File: src/rtl/jk_mod_counter.sv
// jk_mod_counter: modulo-MODULUS counter whose state bits update through JK excitation.
// Optional up/down counting is enabled by defining JK_COUNTER_DOWN_EN; without it the counter counts up only.
module jk_mod_counter #(
    parameter int WIDTH   = 4,
    parameter int MODULUS = 10
) (
    input  logic             clk_i,
    input  logic             reset_ni,
    input  logic             en_i,
    input  logic             load_i,
    input  logic [WIDTH-1:0] load_val_i,
`ifdef JK_COUNTER_DOWN_EN
    input  logic             up_i,
`endif
    output logic [WIDTH-1:0] count_o,
    output logic             tc_o,
    output logic             wrap_o,
    output logic [WIDTH-1:0] j_vec_o,
    output logic [WIDTH-1:0] k_vec_o
);

    if (WIDTH < 1 || WIDTH > 16 || MODULUS < 2 || MODULUS > (1 << WIDTH)) begin : g_bad_params
        $error("jk_mod_counter: illegal WIDTH/MODULUS combination");
    end

    localparam logic [WIDTH-1:0] MAX = WIDTH'(MODULUS - 1);

    logic [WIDTH-1:0] count_q, count_d, next_val, step_val;
    logic             wrap_q;
    logic             at_max, load_ok, tc_cond;

    assign at_max  = (count_q == MAX);
    assign load_ok = (32'(load_val_i) < MODULUS);

`ifdef JK_COUNTER_DOWN_EN
    logic at_zero;
    assign at_zero  = (count_q == '0);
    assign step_val = up_i ? (at_max ? '0 : count_q + WIDTH'(1))
                           : (at_zero ? MAX : count_q - WIDTH'(1));
    assign tc_cond  = up_i ? at_max : at_zero;
`else
    assign step_val = at_max ? '0 : count_q + WIDTH'(1);
    assign tc_cond  = at_max;
`endif

    // Pick the target state (load beats enable), derive JK excitation, then apply the JK bit equation.
    always_comb begin
        next_val = load_i ? (load_ok ? load_val_i : MAX) : (en_i ? step_val : count_q);
        j_vec_o  = next_val & ~count_q;
        k_vec_o  = ~next_val & count_q;
        count_d  = j_vec_o | (count_q & ~k_vec_o);
    end

    assign tc_o    = reset_ni & en_i & ~load_i & tc_cond;
    assign count_o = count_q;
    assign wrap_o  = wrap_q;

    // State flip-flops and the registered rollover pulse, cleared asynchronously.
    always_ff @(posedge clk_i or negedge reset_ni) begin
        if (!reset_ni) begin
            count_q <= '0;
            wrap_q  <= 1'b0;
        end else begin
            count_q <= count_d;
            wrap_q  <= tc_o;
        end
    end

endmodule

File: config.mk
export PLATFORM = sky130hd
export DESIGN_NAME = jk_mod_counter
export DESIGN_NICKNAME = d
export VERILOG_FILES = /design/src/rtl/jk_mod_counter.sv
export SDC_FILE = /design/constraint.sdc
export NUM_CORES = 1
export LEC_CHECK = 0
export BUFFER_PORTS_ARGS = -buffer_cell sky130_fd_sc_hd__buf_2
export CORE_AREA = 3 3 40 42
export CTS_CLUSTER_SIZE = 14
export DETAILED_ROUTE_END_ITERATION = 16
export DIE_AREA = 0 0 43 45
export HOLD_SLACK_MARGIN = 0.05
export SLEW_MARGIN = 30
export SYNTH_ARGS = -nofsm -noshare
export SYNTH_HDL_FRONTEND = slang
export SYNTH_SLANG_ARGS = --single-unit
export TNS_END_PERCENT = 30
File: constraint.sdc
create_clock -name clk_i -period 3.75 [get_ports clk_i]
set_input_delay 0.1875 -clock clk_i [delete_from_list [all_inputs] [get_ports clk_i]]
set_output_delay 0.1875 -clock clk_i [all_outputs]
set_load 0.02 [all_outputs]
==> metrics.txt <==
outcome completed; CTS Buf Count 3; post-cts hold buffer count 1; count of state elements after synthesis 5; height of the die 45 um; Finished Cell Area 574 um2; period utilization ~50%; synthesized area per cell 8.97 um2; max_cap viols 0; CTS tree yes; Yosys top cell area share a little under 30%; Ys Warns 0; CP endpoint kind output port; Final Setup Violations 0; Hold Path Class primary input to asynchronous set/reset pin; maximum vdd drop around 140 uV; vias per cell 4.83; Root Buffer clkbuf_4; Cell Area, Synth 430 um2; crit path time final between 1500 and 2000 ps; Cell Pwr Density around 400 nW/um2; gr ovfl total 0; CP Max Fanout 6; largest net degree at the start of global routing 11; row count 13; sequential-to-total area share from yosys stat 29.1%; Fmax achieved between 0.5 and 0.6 GHz; die area 1940 um2; final hold violation count 0; cell with the most instances after synthesis nand2_1; top post-synthesis cells by count nand2_1 (6), dfrtp_1 (5), o21ai_0 (5); RSZ-0062 raised after global routing false; Netlist cell types 25; Post-Synthesis Cells 48; Post-synth EDFFs 0; 1st-pass router iterations 2; Post-CTS Resized 0; area of the multi-input gates 282 um2; ANT cells 0; total negative slack 0 ps; leakage 0.000314 uW; WL per Instance ~12 um; async set-reset flop share out of synthesis 100%; Max Transition Viols Final 0; CTS clk-pin slew, worst paths 50 ps; first-pass GRT wire length 1760 um; clk buf depth 2; Syn-to-layout area delta 33.4%; Slew @ Worst Pin between 300 and 400 ps; Critical Path AT 1680 ps; DR iter-0 viols 2; register area 125 um2; port bufs 21; core box area 1280 um2; nets 83; Vias between 400 and 500; worst path required time 3560 ps; clock sink total 5; Post-DP Area 538 um2; die width 43 um; Worst-Skew Late Latency approximately 250 ps; residual DRC count 0; # fillers 145; max-slew headroom at the worst pin 78.7%; CP Launch Type register; ys flop type dfrtp_1; Initial Util 33.5%; Worst R2R Setup Slack 2390 ps; gr usage total 12.4%; Post-CTS Setup Inserts 0; GP Congestion 0.737; DPL Wire Length 805 um; Setup CP Type register to output port; CTS H-tree depth 1; Worst Skew a little over 2 ps; Final ANT Viol Nets 0; initial antenna violation count 0; largest area contributor in the netlist dfrtp_1; I/O Pins 22; post-synth net total between 50 and 60; Synth area leaders dfrtp_1 (29%), ha_1 (5.8%), o21ai_0 (5.8%), nand4b_4 (5.5%), nand2_1 (5.2%); final wirelength 1030 um; vias in the first global route roughly 380; layout cells sized above 1 just under 40%
-- where the power goes --
group          leakage [uW]  switching (uW)  internal [uW]  total (uW)
combinational      0.000236            50.3           35.7        86.0
sequential        0.0000626            12.8           60.5        73.2
clock             0.0000150            24.3           40.4        64.6
total              0.000314            87.3            136         224
-- flip-flops by register name (all words and copies together) (netlist names) --
name     flops
count_o      4
wrap_o       1
-- worst paths after layout --
| kind | start | to | depth (start not counted) |
|---|---|---|---|
| min in group clk_i | load_val_i[1] | count_o[1]$_DFF_PN0_ | 3 |
| min | reset_ni | count_o[0]$_DFF_PN0_ | 2 |
| min reg2reg | count_o[2]$_DFF_PN0_ | count_o[2]$_DFF_PN0_ | 2 |
| max in group asynchronous | reset_ni | count_o[3]$_DFF_PN0_ | 2 |
| max reg2reg | count_o[1]$_DFF_PN0_ | count_o[1]$_DFF_PN0_ | 4 |
| max | count_o[1]$_DFF_PN0_ | tc_o | 6 |
-- kinds of logic (layout without fill, tap and decap cells) --
kind of cell / after synthesis / in the layout / share of synthesized area [%]
buf+inv: 4 / 28 / 5.52
simple gates: 18 / 18 / 27.6
fa+ha+maj: 2 / 2 / 5.81
mux: 1 / 1 / 2.62
xor+xnor: 3 / 3 / 6.11
compound gates: 15 / 15 / 23.3
flops: 5 / 5 / 29.1
-- layer usage --
metal	up-vias	share of wire [%]	global-route usage (%)
met3	2	6.3	1.20
met5	-	0	0
li1	218	-	-
met2	19	40	17.7
met1	181	52	17.3
met4	0	1.9	9.04
-- placed cells by master (no fill, tap or decap), drive strengths merged, types with 2 or more instances in the layout --
| cell | instances |
|---|---|
| a21oi | 3 |
| and2 | 2 |
| buf | 21 |
| clkbuf | 4 |
| dfrtp | 5 |
| ha | 2 |
| inv | 2 |
| nand2 | 6 |
| nand3b | 3 |
| nor2 | 2 |
| nor2b | 2 |
| o21ai | 5 |
| xor2 | 2 |
-- through the flow --
step / hold slack [ps] / utilization, % / std cells / worst slack, ps / total power, uW
after floorplan: -108 / - / 48 / 2110 / 132
after global placement: 15.9 / 41.9 / 82 / 2170 / 159
after detailed placement: 17.2 / 41.9 / 82 / 2150 / 160
after CTS: 277 / 44.7 / 87 / 1870 / 227
after global routing: 301 / 44.7 / 87 / 1770 / 239
final: 286 / 44.7 / 87 / 1890 / 224
-- worst max-delay path, stage by stage, from the launching register on --
cell,delay [ps]
dfrtp_1,440
inv_1,130
ha_1,200
nand4b_4,120
nor2_1,210
and2_1,170
buf_2,160
-- final cells by class --
class                      count  share of cell area (%)
clock buffer                   4                    4.58
tap                           15                    3.27
timing repair buffer          22                    20.0
sequential                     5                    21.8
inverter                       2                    1.31
multi-input combinational     39                    49.0
No activity file was read; power rests on OpenSTA's default activity.
